<file path="src/rtl/rv32_pkg.sv">
// Shared types for the rv32 single-cycle system data-memory path.
// Latency: n/a (types and constants only).
// Backpressure: n/a.
package rv32_pkg;

    localparam int RV32_ADDR_W = 32;
    localparam int RV32_DATA_W = 32;
    localparam int RV32_BE_W   = RV32_DATA_W / 8;

    // One memory access as presented by a requester.
    typedef struct packed {
        logic                   we;
        logic [RV32_ADDR_W-1:0] addr;
        logic [RV32_DATA_W-1:0] wdata;
        logic [RV32_BE_W-1:0]   be;
    } mem_req_t;

    // Requester identity; the value doubles as the grant-vector bit index.
    typedef enum logic {
        PORT_CORE = 1'b0,
        PORT_DBG  = 1'b1
    } arb_port_e;

    // Which requester, if any, is owed read data this cycle.
    typedef enum logic [1:0] {
        RSP_IDLE = 2'd0,
        RSP_P0   = 2'd1,
        RSP_P1   = 2'd2
    } rsp_state_e;

endpackage

</file>
<file path="src/rtl/dmem_port_arbiter_if.sv">
// Requester-side handshake bundle of the data-memory arbiter (one per port).
// Latency: gnt is same-cycle; rvalid/rdata arrive one cycle after a read grant.
// Backpressure: requester holds req and its fields stable until gnt is seen.
interface dmem_port_arbiter_if #(
    parameter int ADDR_W = 32,
    parameter int DATA_W = 32
);
    logic                  req;
    logic                  we;
    logic [ADDR_W-1:0]     addr;
    logic [DATA_W-1:0]     wdata;
    logic [DATA_W/8-1:0]   be;
    logic                  gnt;
    logic                  rvalid;
    logic [DATA_W-1:0]     rdata;

    // Requester drives the access, observes grant and read response.
    modport master (
        output req, we, addr, wdata, be,
        input  gnt, rvalid, rdata
    );

    // Arbiter observes the access, drives grant and read response.
    modport slave (
        input  req, we, addr, wdata, be,
        output gnt, rvalid, rdata
    );
endinterface

</file>
<file path="src/rtl/dmem_arb_pick.sv">
// Arbitration policy: two requests plus policy state in, one-hot grant out.
// Latency: purely combinational. Macro DMEM_ARB_RR_EN selects round-robin.
// Backpressure: none; a lone request is always granted, a conflict picks one.
module dmem_arb_pick
    import rv32_pkg::*;
#(
    parameter int MAX_WAIT = 4
) (
    input  logic [1:0] req_i,
`ifdef DMEM_ARB_RR_EN
    input  logic       last_i,
`else
    input  logic [3:0] wait_cnt_i,
`endif
    output logic [1:0] gnt_o
);

`ifndef DMEM_ARB_RR_EN
    localparam logic [3:0] MAX_WAIT_C = 4'(MAX_WAIT);
`endif

    // Lone requests win outright; conflicts go to the policy.
    always_comb begin
        gnt_o = 2'b00;
        case (req_i)
            2'b01: gnt_o[PORT_CORE] = 1'b1;
            2'b10: gnt_o[PORT_DBG]  = 1'b1;
            2'b11: begin
`ifdef DMEM_ARB_RR_EN
                // The port that did not win last time goes now.
                if (last_i == PORT_DBG) gnt_o[PORT_CORE] = 1'b1;
                else                    gnt_o[PORT_DBG]  = 1'b1;
`else
                // Core wins unless the debug port has waited long enough.
                if (wait_cnt_i == MAX_WAIT_C) gnt_o[PORT_DBG]  = 1'b1;
                else                          gnt_o[PORT_CORE] = 1'b1;
`endif
            end
            default: gnt_o = 2'b00;
        endcase
    end

endmodule

</file>
<file path="src/rtl/dmem_port_arbiter.sv">
// Shares the single-port data memory between core LSU (m0) and debug/loader (m1).
// Latency: grant 0 cycles, read data exactly 1 cycle after grant. Macro DMEM_ARB_RR_EN.
// Backpressure: losing requester sees gnt=0 and must hold its request; no stalls on responses.
module dmem_port_arbiter
    import rv32_pkg::*;
#(
    // Bus widths must match the rv32_pkg request struct.
    parameter int ADDR_W   = RV32_ADDR_W,
    parameter int DATA_W   = RV32_DATA_W,
    parameter int MAX_WAIT = 4
) (
    input  logic                  clk,
    input  logic                  reset_n,
    dmem_port_arbiter_if.slave    m0,
    dmem_port_arbiter_if.slave    m1,
    output logic                  mem_en,
    output logic                  mem_we,
    output logic [ADDR_W-1:0]     mem_addr,
    output logic [DATA_W-1:0]     mem_wdata,
    output logic [DATA_W/8-1:0]   mem_be,
    input  logic [DATA_W-1:0]     mem_rdata
);

    mem_req_t   req0, req1, sel_req;
    logic [1:0] pick_gnt;
    logic       gnt0, gnt1;
    logic       rd_gnt;
    arb_port_e  rd_port;
    rsp_state_e rsp_state_q, rsp_state_d;
    logic       rsp_pend;
    arb_port_e  rsp_owner;
    logic       rvalid0, rvalid1;

    // Gather each requester's fields into the shared request record.
    always_comb begin
        req0 = '{we: m0.we, addr: m0.addr, wdata: m0.wdata, be: m0.be};
        req1 = '{we: m1.we, addr: m1.addr, wdata: m1.wdata, be: m1.be};
    end

`ifdef DMEM_ARB_RR_EN
    logic last_q, last_d;

    // Remember which port won the most recent grant.
    always_comb begin
        last_d = last_q;
        if (mem_en) last_d = gnt1;
    end

    // Round-robin pointer register.
    always_ff @(posedge clk or negedge reset_n) begin
        if (!reset_n) last_q <= 1'b0;
        else          last_q <= last_d;
    end

    dmem_arb_pick #(.MAX_WAIT(MAX_WAIT)) u_pick (
        .req_i  ({m1.req, m0.req}),
        .last_i (last_q),
        .gnt_o  (pick_gnt)
    );
`else
    localparam logic [3:0] MAX_WAIT_C = 4'(MAX_WAIT);
    logic [3:0] wait_cnt_q, wait_cnt_d;

    // Count consecutive cycles the debug port asks but loses; saturate at MAX_WAIT.
    always_comb begin
        wait_cnt_d = wait_cnt_q;
        if (!m1.req || gnt1)              wait_cnt_d = '0;
        else if (wait_cnt_q < MAX_WAIT_C) wait_cnt_d = wait_cnt_q + 4'd1;
    end

    // Starvation counter register.
    always_ff @(posedge clk or negedge reset_n) begin
        if (!reset_n) wait_cnt_q <= '0;
        else          wait_cnt_q <= wait_cnt_d;
    end

    dmem_arb_pick #(.MAX_WAIT(MAX_WAIT)) u_pick (
        .req_i      ({m1.req, m0.req}),
        .wait_cnt_i (wait_cnt_q),
        .gnt_o      (pick_gnt)
    );
`endif

    // Grants are killed combinationally while reset is asserted.
    assign gnt0   = pick_gnt[PORT_CORE] & reset_n;
    assign gnt1   = pick_gnt[PORT_DBG]  & reset_n;
    assign m0.gnt = gnt0;
    assign m1.gnt = gnt1;

    // Route the granted requester's fields to the memory; idle drives zeros.
    always_comb begin
        sel_req = '0;
        if (gnt1)      sel_req = req1;
        else if (gnt0) sel_req = req0;
    end

    assign mem_en    = gnt0 | gnt1;
    assign mem_we    = sel_req.we;
    assign mem_addr  = sel_req.addr;
    assign mem_wdata = sel_req.wdata;
    assign mem_be    = sel_req.be;

    assign rd_gnt  = mem_en & ~sel_req.we;
    assign rd_port = gnt1 ? PORT_DBG : PORT_CORE;

    // Response state register; an in-flight read is dropped by reset.
    always_ff @(posedge clk or negedge reset_n) begin
        if (!reset_n) rsp_state_q <= RSP_IDLE;
        else          rsp_state_q <= rsp_state_d;
    end

    // This cycle's read grant alone decides who is owed data next cycle.
    always_comb begin
        rsp_state_d = RSP_IDLE;
        if (rd_gnt) rsp_state_d = (rd_port == PORT_DBG) ? RSP_P1 : RSP_P0;
    end

    // Decode the response state into pending flag and owner.
    always_comb begin
        rsp_pend  = 1'b0;
        rsp_owner = PORT_CORE;
        case (rsp_state_q)
            RSP_P0:  rsp_pend = 1'b1;
            RSP_P1: begin
                rsp_pend  = 1'b1;
                rsp_owner = PORT_DBG;
            end
            default: rsp_pend = 1'b0;
        endcase
    end

    assign rvalid0   = rsp_pend & (rsp_owner == PORT_CORE);
    assign rvalid1   = rsp_pend & (rsp_owner == PORT_DBG);
    assign m0.rvalid = rvalid0;
    assign m1.rvalid = rvalid1;
    assign m0.rdata  = rvalid0 ? mem_rdata : '0;
    assign m1.rdata  = rvalid1 ? mem_rdata : '0;

endmodule

</file>
<file path="src/flat_wrapper.sv">
// flat-port wrapper written by rule: the top's interface ports become plain ports
module dmem_port_arbiter_flat import rv32_pkg::*;
#(
                                                         
    parameter int ADDR_W   = RV32_ADDR_W,
    parameter int DATA_W   = RV32_DATA_W,
    parameter int MAX_WAIT = 4
)
  (clk, reset_n, mem_en, mem_we, mem_addr, mem_wdata, mem_be, mem_rdata, m0_req, m0_we, m0_addr, m0_wdata, m0_be, m0_gnt, m0_rvalid, m0_rdata, m1_req, m1_we, m1_addr, m1_wdata, m1_be, m1_gnt, m1_rvalid, m1_rdata);
  dmem_port_arbiter_if #(.ADDR_W(ADDR_W), .DATA_W(DATA_W)) m0_i ();
  dmem_port_arbiter_if #(.ADDR_W(ADDR_W), .DATA_W(DATA_W)) m1_i ();
  input  logic clk;
  input  logic reset_n;
  output logic mem_en;
  output logic mem_we;
  output logic [ADDR_W-1:0] mem_addr;
  output logic [DATA_W-1:0] mem_wdata;
  output logic [DATA_W/8-1:0] mem_be;
  input  logic [DATA_W-1:0] mem_rdata;
  input wire logic [$bits(m0_i.req)-1:0] m0_req;
  input wire logic [$bits(m0_i.we)-1:0] m0_we;
  input wire logic [$bits(m0_i.addr)-1:0] m0_addr;
  input wire logic [$bits(m0_i.wdata)-1:0] m0_wdata;
  input wire logic [$bits(m0_i.be)-1:0] m0_be;
  output wire logic [$bits(m0_i.gnt)-1:0] m0_gnt;
  output wire logic [$bits(m0_i.rvalid)-1:0] m0_rvalid;
  output wire logic [$bits(m0_i.rdata)-1:0] m0_rdata;
  input wire logic [$bits(m1_i.req)-1:0] m1_req;
  input wire logic [$bits(m1_i.we)-1:0] m1_we;
  input wire logic [$bits(m1_i.addr)-1:0] m1_addr;
  input wire logic [$bits(m1_i.wdata)-1:0] m1_wdata;
  input wire logic [$bits(m1_i.be)-1:0] m1_be;
  output wire logic [$bits(m1_i.gnt)-1:0] m1_gnt;
  output wire logic [$bits(m1_i.rvalid)-1:0] m1_rvalid;
  output wire logic [$bits(m1_i.rdata)-1:0] m1_rdata;
  assign m0_i.req = m0_req;
  assign m0_i.we = m0_we;
  assign m0_i.addr = m0_addr;
  assign m0_i.wdata = m0_wdata;
  assign m0_i.be = m0_be;
  assign m0_gnt = m0_i.gnt;
  assign m0_rvalid = m0_i.rvalid;
  assign m0_rdata = m0_i.rdata;
  assign m1_i.req = m1_req;
  assign m1_i.we = m1_we;
  assign m1_i.addr = m1_addr;
  assign m1_i.wdata = m1_wdata;
  assign m1_i.be = m1_be;
  assign m1_gnt = m1_i.gnt;
  assign m1_rvalid = m1_i.rvalid;
  assign m1_rdata = m1_i.rdata;
  dmem_port_arbiter #(.ADDR_W(ADDR_W), .DATA_W(DATA_W), .MAX_WAIT(MAX_WAIT)) u_core (.clk(clk), .reset_n(reset_n), .m0(m0_i), .m1(m1_i), .mem_en(mem_en), .mem_we(mem_we), .mem_addr(mem_addr), .mem_wdata(mem_wdata), .mem_be(mem_be), .mem_rdata(mem_rdata));
endmodule
</file>
<file path="config.mk">
export PLATFORM = sky130hd
export DESIGN_NAME = dmem_port_arbiter_flat
export DESIGN_NICKNAME = d
export VERILOG_FILES = /design/src/rtl/rv32_pkg.sv /design/src/rtl/dmem_port_arbiter_if.sv /design/src/rtl/dmem_arb_pick.sv /design/src/rtl/dmem_port_arbiter.sv /design/src/flat_wrapper.sv
export SDC_FILE = /design/constraint.sdc
export NUM_CORES = 1
export LEC_CHECK = 0
export ABC_AREA = 1
export BUFFER_PORTS_ARGS = -buffer_cell sky130_fd_sc_hd__clkbuf_2
export CORE_AREA = 2 2 121 123
export DETAILED_ROUTE_END_ITERATION = 16
export DIE_AREA = 0 0 123 125
export SLEW_MARGIN = 20
export SYNTH_ARGS = -nofsm -noshare
export SYNTH_HDL_FRONTEND = slang
export SYNTH_HIERARCHICAL = 1
export SYNTH_SLANG_ARGS = --single-unit
</file>
<file path="constraint.sdc">
create_clock -name clk -period 1.3 [get_ports clk]
set_input_delay 0.26 -clock clk [delete_from_list [all_inputs] [get_ports clk]]
set_output_delay 0.26 -clock clk [all_outputs]
set_load 0.01 [all_outputs]
</file>
==> results.json, run 1 <==
{
  "dp_slack_ns": -0.351,
  "initial_utilization": 0.127,
  "grt_max_degree": 40,
  "yosys.area.top_type": "nand2_1",
  "ys_top_cells_by_count": "nand2_1 (151), nor2_1 (76), inv_1 (45), o21ai_0 (45), o21ai_1 (16)",
  "drv_slew": 0,
  "critPathRequiredTime_ns": 1.04,
  "worstPathArrival_ns": 1.66,
  "gp_congestion": 0.803,
  "yosysTopAreaCellShare": 0.314,
  "whs_ns": 0.0228,
  "hold_viol": 0,
  "port_buffers": 311,
  "drtIter0Drc": 124,
  "cts_buffers": 3,
  "wl_per_cell_um": 13.6,
  "synth_area_leaders": "nand2_1 (31%), nor2_1 (16%), o21ai_0 (12%)",
  "syn_inst": 384,
  "core_area_mm2": 0.0142,
  "grt_pass1_vias": 3319,
  "rrSetupSlack_ns": -0.14,
  "clk_latency_ns": 0.23,
  "num-nets-final": 894,
  "r2r_start": "u_core/wait_cnt_q[2]",
  "power_density_mw_per_mm2": 409,
  "cp-end-kind": "output port",
  "ant_nets": 0,
  "via_count": 3687,
  "synth_nets": 559,
  "synth_most_common_cell": "nand2_1",
  "root_buffer": "clkbuf_16",
  "synth_seq_area_share": 0.0832,
  "cts_tree": "yes",
  "cap_violations": 0,
  "peakVddDrop_uv": 282,
  "ys_warn_count": 6,
  "die_h_um": 125,
  "crit_type": "flip-flop to output port",
  "cp_slowest_cell": "dfrtp_1",
  "rows": 44,
  "fin_skew_ns": 0.000512,
  "synthFlopType": "dfrtp_1",
  "regArea_um2": 151,
  "place_hpwl_um": 8140,
  "avgSynthCellArea_um2": 4.70,
  "hold_path_class": "primary input to asynchronous set/reset pin",
  "cts_sinks": 6,
  "synth_area_mm2": 0.00181,
  "postCtsHoldBufs": 0,
  "die-width_um": 123,
  "diodes": 0,
  "async_flop_share": 1.00,
  "setup_violations": 140,
  "crit_path_cell_trace": "nor2_1, nand3b_1, nand2_2, nand2_4, clkinv_8, buf_6, nand2_1, o21ai_2, clkbuf_2",
  "synth_edf_count": 0,
  "max_slew_margin": 0.848,
  "first_pass_iters": 4,
  "multiInputGateArea_mm2": 0.00206,
  "path_buf_inv": 3,
  "rsz0062_at_grt": "yes",
  "path_max_fanout": 10,
  "tightest_slew_ns": 0.228,
  "leakagePower_nw": 2.98,
  "critPathLaunch": "u_core/wait_cnt_q[3]",
  "status": "finished with violations",
  "io_pins": 312,
  "synth_seq_cells": 6,
  "fin_crit_ns": 1.92,
  "overflow": 0,
  "fin_crit_sh": 1.47,
  "die_area_mm2": 0.0154,
  "critical-path-top-delay-family": "simple AND/OR/NAND/NOR gates",
  "via_per_inst": 4.09,
  "fmax_mhz": 522,
  "htreeDepth": 1,
  "synthToLayoutAreaGrowth_pct": 195,
  "failed_checks": "negative setup slack",
  "yosysUniqueCellTypes": 19,
  "drc_errors": 0,
  "nFillCells": 1432,
  "drive_gt1_frac": 0.739,
  "totalWireLength_um": 12200,
  "cts.path.max_buffers": 2,
  "critPathMaxStageDelay_ns": 0.39,
  "start_kind": "flip-flop",
  "grt_first_pass_wirelength_um": 15500,
  "fin_util": 0.375,
  "grt.total_usage": 0.126,
  "clk_transition_reported_paths_ns": 0.03,
  "grt_antenna_before_repair": 0,
  "fin_ws_ns": -0.616
}
==> kinds of logic (layout without fill, tap and decap cells) <==
group,Yosys count,count (layout),synth area share
adders and majority gates,1,1,0.00693
AOI/OAI and AO/OA,70,70,0.209
buffers and inverters,74,407,0.207
and+or+nand+nor,233,233,0.494
DFF,6,6,0.0832
==> cell type report <==
class | count | share of cell area
Clock buffer | 3 | 0.0141
Sequential cell | 6 | 0.0284
Inverter | 47 | 0.0373
Timing Repair Buffer | 356 | 0.488
Multi-Input combinational cell | 304 | 0.387
Timing Repair inverter | 1 | 0.00164
Tap cell | 184 | 0.0432
==> cells in the final DEF, fill, tap and decap left out, types with 2 or more instances in the layout <==
master     instances
clkbuf_2         194
nand2_1          120
o21ai_2           67
buf_6             66
buf_2             61
nor2_4            53
inv_1             41
nand2_2           26
nor2_1            15
buf_4             12
buf_12             9
nor2_2             8
clkbuf_16          7
nand2_4            6
buf_16             5
buf_8              5
dfrtp_1            5
inv_4              2
inv_2              2
nand3_1            2
a21oi_1            2
==> repair_timing <==
item / CTS / global route
pin swaps: 4 / 11
buffers inserted: 7 / 7
setup endpoints to repair: 137 / 141
cloned: 9 / 4
gates resized for setup: 106 / 268
==> metrics by stage <==
stage / cell area, µm² / total power, W / TNS, ns / cells
finish: 5330 / 0.00218 / -57.34 / 901
global route: 5330 / 0.00232 / -66.15 / 901
CTS: 4610 / 0.00202 / -54.58 / 899
detailed placement: 3950 / 0.00136 / -22.18 / 880
global placement: 3950 / 0.00135 / -22.58 / 880
floorplan: 2100 / 0.000793 / -6.97 / 384
==> path summary, 6_finish.rpt <==
kind                                               to  cells after the start
worst max register to register  u_core/rsp_state_q[0]                      9
worst max-delay path                     mem_addr[16]                      9
max in group asynchronous        u_core/wait_cnt_q[1]                      2
worst min-delay path            u_core/rsp_state_q[1]                      2
worst min register to register   u_core/wait_cnt_q[3]                      3
min in group clk                u_core/rsp_state_q[1]                      2
==> registers in the layout (all words and copies together) (netlist names) <==
signal and cells:
u_core/wait_cnt_q 4, u_core/rsp_state_q 2
==> power breakdown <==
group	leakage [nW]	total, W	switching (W)	internal, W
sequential	0.0794	0.000209	0.00000931	0.000200
combinational	2.86	0.00147	0.000773	0.000700
clock	0.0370	0.000497	0.000102	0.000395
total	2.98	0.00218	0.000885	0.00129
==> worst reg2reg max path, cell delays in order (launching register included) <==
cell      delay [ns]
dfrtp_1         0.38
inv_1           0.06
nor2_1          0.04
nand3b_1        0.11
nand2_2         0.11
nand2_4         0.16
clkinv_8        0.11
buf_8           0.16
buf_4           0.14
nor3_4          0.11
==> per-layer routing <==
layer  vias to the layer above  part of all wire  GRT usage
met5                         -                 0          0
met4                         0            0.0028     0.0381
met3                         2             0.092     0.0141
met2                       198              0.55      0.253
met1                      1646              0.36      0.132
li1                       1841                 -          -
No activity file was read; power rests on OpenSTA's default activity.
==> inputs of run 2 (changes only) <==
SETUP_SLACK_MARGIN = 0.4   (was default)
==> run 2 against run 1 <==
Compared with the run above: clock power is 4% higher; routed wire length is 3.8% higher; combinational power is 5% higher; core utilization is 2.2 points higher; cell area is 5.9% higher; largest cell class unchanged; clock-buffer cell count is 1 higher; maximum frequency is 0.75% higher; the run still ends with negative setup slack left; critical endpoint is now mem_addr[25].
==> results.json, run 2 (synthesis results as in run 1) <==
{
  "setup_violations": 139,
  "instances_no_fill": 915,
  "totalWireLength_um": 12700,
  "peakVddDrop_uv": 274,
  "die_area_mm2": 0.0154,
  "grt.total_usage": 0.137,
  "path_max_fanout": 17,
  "grt_pass1_vias": 3406,
  "initial_utilization": 0.127,
  "num-nets-final": 907,
  "via_count": 3769,
  "p_int_w": 0.00134,
  "place_hpwl_um": 9060,
  "crit_type": "flip-flop to output port",
  "final_common_cell": "clkbuf_2",
  "drtIter0Drc": 66,
  "via_per_inst": 4.12,
  "io_pins": 312,
  "root_buffer": "clkbuf_16",
  "largest_reg_flops": 4,
  "grt_first_pass_wirelength_um": 16900,
  "reg_top3": "u_core/wait_cnt_q (4), u_core/rsp_state_q (2)",
  "placed_area_mm2": 0.00450,
  "failed_checks": "negative setup slack",
  "reg2reg_depth": 8,
  "fin_skew_ns": 0.00307,
  "fin_crit_ns": 1.90,
  "drv_slew": 0,
  "diodes": 0,
  "cts_buffers": 3,
  "cts_sinks": 6,
  "fin_util": 0.397,
  "p_switching_w": 0.000921,
  "htreeDepth": 1,
  "p_seq_frac": 0.093,
  "fin_ws_ns": -0.602,
  "port_buffers": 311,
  "synthToLayoutAreaGrowth_pct": 213,
  "rrSetupSlack_ns": -0.06,
  "start_kind": "flip-flop",
  "fmax_mhz": 526,
  "regMostFlops": "u_core/wait_cnt_q",
  "rsz0062_at_grt": "yes",
  "drc_errors": 0,
  "critPathRequiredTime_ns": 1.04,
  "cap_violations": 0,
  "hold_viol": 0,
  "status": "finished with violations",
  "finalInstanceArea_mm2": 0.00564,
  "wl_per_cell_um": 13.9,
  "first_pass_iters": 4,
  "dp.cells": 884,
  "clk_transition_reported_paths_ns": 0.04,
  "fin_tns_setup_ns": -57.20,
  "p_sw_frac": 0.407,
  "tightest_slew_ns": 0.225,
  "max_slew_margin": 0.850,
  "leakagePower_nw": 3.02,
  "overflow": 0,
  "drive_gt1_frac": 0.750,
  "hold_path_class": "primary input to asynchronous set/reset pin",
  "pwr-share-clk": 0.228,
  "rows": 44,
  "power_density_mw_per_mm2": 401,
  "worstPathArrival_ns": 1.64,
  "cp-end-kind": "output port",
  "grt_max_degree": 35,
  "fin_crit_sh": 1.46,
  "core_area_mm2": 0.0142,
  "cts.path.max_buffers": 2,
  "clk_latency_ns": 0.23,
  "gp_congestion": 0.850,
  "die_h_um": 125,
  "mostFrequentLayoutCells": "clkbuf_2 (209), nand2_1 (120), buf_6 (90)",
  "ant_nets": 0,
  "cts_tree": "yes",
  "comb_power_share": 0.680,
  "die-width_um": 123,
  "nFillCells": 1407,
  "grt_antenna_before_repair": 1
}
[run 2: changes by cell type in the layout (fill, tap and decap cells not counted), moves of 6 or more]
cell,change
buf_2,-27
buf_6,+24
clkbuf_2,+15
buf_12,+6
nor2_2,-8
nor2_4,+12
[run 2: area by class of cell]
type / instances / area, µm² / area share
timing repair buffer: 369 / 2840 / 0.503
multi-input combinational: 305 / 2140 / 0.379
tap: 184 / 230 / 0.0408
inverter: 47 / 206 / 0.0366
sequential: 6 / 151 / 0.0268
clock buffer: 4 / 78.8 / 0.0140
[run 2: critical path, stage by stage (launching register included)]
cell and delay (ns):
dfrtp_1 0.38, inv_1 0.06, nor2_1 0.03, nand3b_1 0.09, nand2_2 0.11, clkinv_4 0.13, buf_12 0.17, nand2_1 0.11
o21ai_2 0.15, clkbuf_2 0.16
[run 2: worst paths after layout]
path	from	endpoint
min in group clk	m0_we	u_core/rsp_state_q[0]
worst max register to register	u_core/wait_cnt_q[3]	u_core/rsp_state_q[0]
worst min-delay path	reset_n	u_core/rsp_state_q[0]
worst min register to register	u_core/wait_cnt_q[0]	u_core/wait_cnt_q[0]
worst max-delay path	u_core/wait_cnt_q[2]	mem_addr[25]
max in group asynchronous	reset_n	u_core/rsp_state_q[1]
[run 2: timing repair]
item / in CTS / in global routing
pin swaps: 4 / 5
gates cloned: 6 / 2
gates resized for setup: 46 / 199
hold buffers: 0 / 0
endpoints found under the setup margin: 144 / 144
setup buffers: 14 / 5
[run 2: power by group through the flow]
stage,Sequential (W),Clock [W],Combinational [W]
after detailed placement,0.000211,0,0.00128
after CTS,0.000209,0.000520,0.00142
after global routing,0.000210,0.000538,0.00167
final,0.000210,0.000515,0.00154
after global placement,0.000210,0,0.00127
after floorplan,0.000213,0,0.000724
[run 2: per-layer routing]
layer | share of wire | up-vias | GRT usage
met5 | 0.0013 | - | 0
met3 | 0.091 | 10 | 0.0228
li1 | - | 1873 | -
met2 | 0.53 | 201 | 0.267
met1 | 0.37 | 1683 | 0.157
met4 | 0.0090 | 2 | 0.0154
[run 2: through the flow]
stage	hold WS, ns	power, W	setup WS (ns)
6_report	0.0501	0.00226	-0.602
5_1_grt	0.0602	0.00241	-0.706
4_1_cts	0.0493	0.00215	-0.616
3_5_place_dp	0.255	0.00149	-0.414
3_3_place_gp	0.251	0.00148	-0.414
2_1_floorplan	-0.0356	0.000937	-0.121
==> inputs of run 3 (changes only) <==
PLACE_DENSITY = 0.49   (was default)
==> run 3 against run 2 <==
Compared with the run above: the run still ends with negative setup slack left; sequential share of layout area rose by 0.15 points; first-iteration DRC count fell by 1.5%; power fell by 2.2%; combinational power fell by 3%; setup slack got worse by 0.097 ns; maximum frequency fell by 4.9%; non-clock buffer count fell by 11; critical path type unchanged; largest power group unchanged.
==> results.json, run 3 (synthesis results as in run 1) <==
{
  "nFillCells": 1517,
  "cap_violations": 0,
  "path_max_fanout": 12,
  "initial_utilization": 0.127,
  "cts.path.max_buffers": 2,
  "crit_type": "flip-flop to output port",
  "rrSetupSlack_ns": -0.12,
  "fin_ws_ns": -0.699,
  "root_buffer": "clkbuf_16",
  "die_h_um": 125,
  "regArea_um2": 151,
  "cts_tree": "yes",
  "drtIter0Drc": 65,
  "clk_transition_reported_paths_ns": 0.04,
  "r2r_start": "u_core/wait_cnt_q[0]",
  "final_common_cell": "clkbuf_2",
  "overflow": 0,
  "hold_viol": 0,
  "fin_crit_ns": 2.00,
  "cts_sinks": 6,
  "fmax_mhz": 500,
  "setup_violations": 142,
  "rows": 44,
  "grt_max_degree": 32,
  "instances_no_fill": 903,
  "cp-end-kind": "output port",
  "synthToLayoutAreaGrowth_pct": 196,
  "cts_buffers": 3,
  "critPathRequiredTime_ns": 1.04,
  "num-nets-final": 895,
  "multiInputGateArea_mm2": 0.00212,
  "rsz0062_at_grt": "yes",
  "via_per_inst": 3.98,
  "grt_pass1_vias": 3322,
  "reg_top3": "u_core/wait_cnt_q (4), u_core/rsp_state_q (2)",
  "mostFrequentLayoutCells": "clkbuf_2 (226), nand2_1 (131), o21ai_2 (66), nor2_4 (66), buf_6 (51)",
  "failed_checks": "negative setup slack",
  "dp_slack_ns": -0.394,
  "dp.cells": 883,
  "reg2reg_depth": 8,
  "die_area_mm2": 0.0154,
  "io_pins": 312,
  "leakagePower_nw": 2.92,
  "diodes": 0,
  "wl_per_cell_um": 13.6,
  "drive_gt1_frac": 0.737,
  "grt_antenna_before_repair": 0,
  "hold_path_class": "primary input to asynchronous set/reset pin",
  "postCtsHoldBufs": 0,
  "core_area_mm2": 0.0142,
  "via_count": 3591,
  "largest_reg_flops": 4,
  "finalInstanceArea_mm2": 0.00534,
  "worstPathArrival_ns": 1.74,
  "totalWireLength_um": 12300,
  "grt.total_usage": 0.140,
  "whs_ns": 0.0452,
  "status": "finished with violations",
  "max_slew_margin": 0.840,
  "die-width_um": 123,
  "first_pass_iters": 4,
  "regMostFlops": "u_core/wait_cnt_q",
  "fin_tns_setup_ns": -59.24,
  "power_density_mw_per_mm2": 414,
  "fin_crit_sh": 1.54,
  "clk_latency_ns": 0.23,
  "drc_errors": 0,
  "ant_nets": 0,
  "start_kind": "flip-flop",
  "grt_first_pass_wirelength_um": 17200,
  "port_buffers": 311,
  "peakVddDrop_uv": 339,
  "r2r-end": "u_core/wait_cnt_q[3]",
  "placed_area_mm2": 0.00454,
  "tightest_slew_ns": 0.239,
  "place_hpwl_um": 9940,
  "gp_congestion": 0.813,
  "drv_slew": 0,
  "htreeDepth": 1,
  "fin_skew_ns": 0.00455
}
run 3: cell count changes in the layout (fill, tap and decap cells not counted), moves of 2 or more:
cell      previous run  this run
buf_6               90        51
buf_2               34        40
nand2_2             30        18
nor2_2               0         3
clkbuf_2           209       226
nor2_1              11         7
clkinv_4             2         0
nand2_1            120       131
clkbuf_8             0         6
run 3: final cells by class:
class                      instances  share of cell area
timing repair buffer             358               0.479
multi-input combinational        304               0.397
tap                              184              0.0431
inverter                          47              0.0377
sequential                         6              0.0283
clock buffer                       4              0.0148
run 3: power by group:
group	switching [W]	leakage (nW)	internal [W]	total, W
registers	0.00000940	0.0794	0.000200	0.000209
logic	0.000787	2.80	0.000705	0.00149
clock network	0.000106	0.0382	0.000407	0.000513
run 3: through the flow:
step / utilization / power [W]
finish: 0.376 / 0.00221
global route: 0.376 / 0.00237
CTS: 0.351 / 0.00215
detailed placement: 0.320 / 0.00152
global placement: 0.320 / 0.00152
floorplan: - / 0.000937
run 3: metal layers:
metal	routed length (µm)	track usage	vias to the layer above
met3	1240	0.0374	12
met5	0	0	-
met4	187	0.0261	0
met1	4390	0.155	1529
met2	6490	0.266	196
li1	-	-	1854
run 3: worst max path at each step:
stage | from | endpoint | slack, ns | depth (start not counted)
CTS | u_core/wait_cnt_q[3] | mem_addr[19] | -0.59 | 10
detailed placement | m1_req | mem_addr[23] | -0.39 | 10
floorplan | u_core/wait_cnt_q[1] | mem_we | -0.12 | 8
global placement | m1_req | mem_addr[23] | -0.36 | 10
finish | u_core/wait_cnt_q[0] | mem_wdata[30] | -0.70 | 10
global route | u_core/wait_cnt_q[0] | mem_addr[3] | -0.78 | 10
run 3: what timing repair did:
item	CTS	global route
cloned	5	1
pin swaps	6	6
setup endpoints to repair	144	144
resized for setup	40	141
setup buffers	7	3
run 3: critical path, stage by stage (launching register included):
cell,delay (ns)
dfrtp_1,0.38
nor2_1,0.16
nand3b_1,0.14
nand2_2,0.16
nand2_4,0.09
clkinv_8,0.09
buf_12,0.11
buf_16,0.12
nand2_1,0.07
o21ai_2,0.05
buf_2,0.14
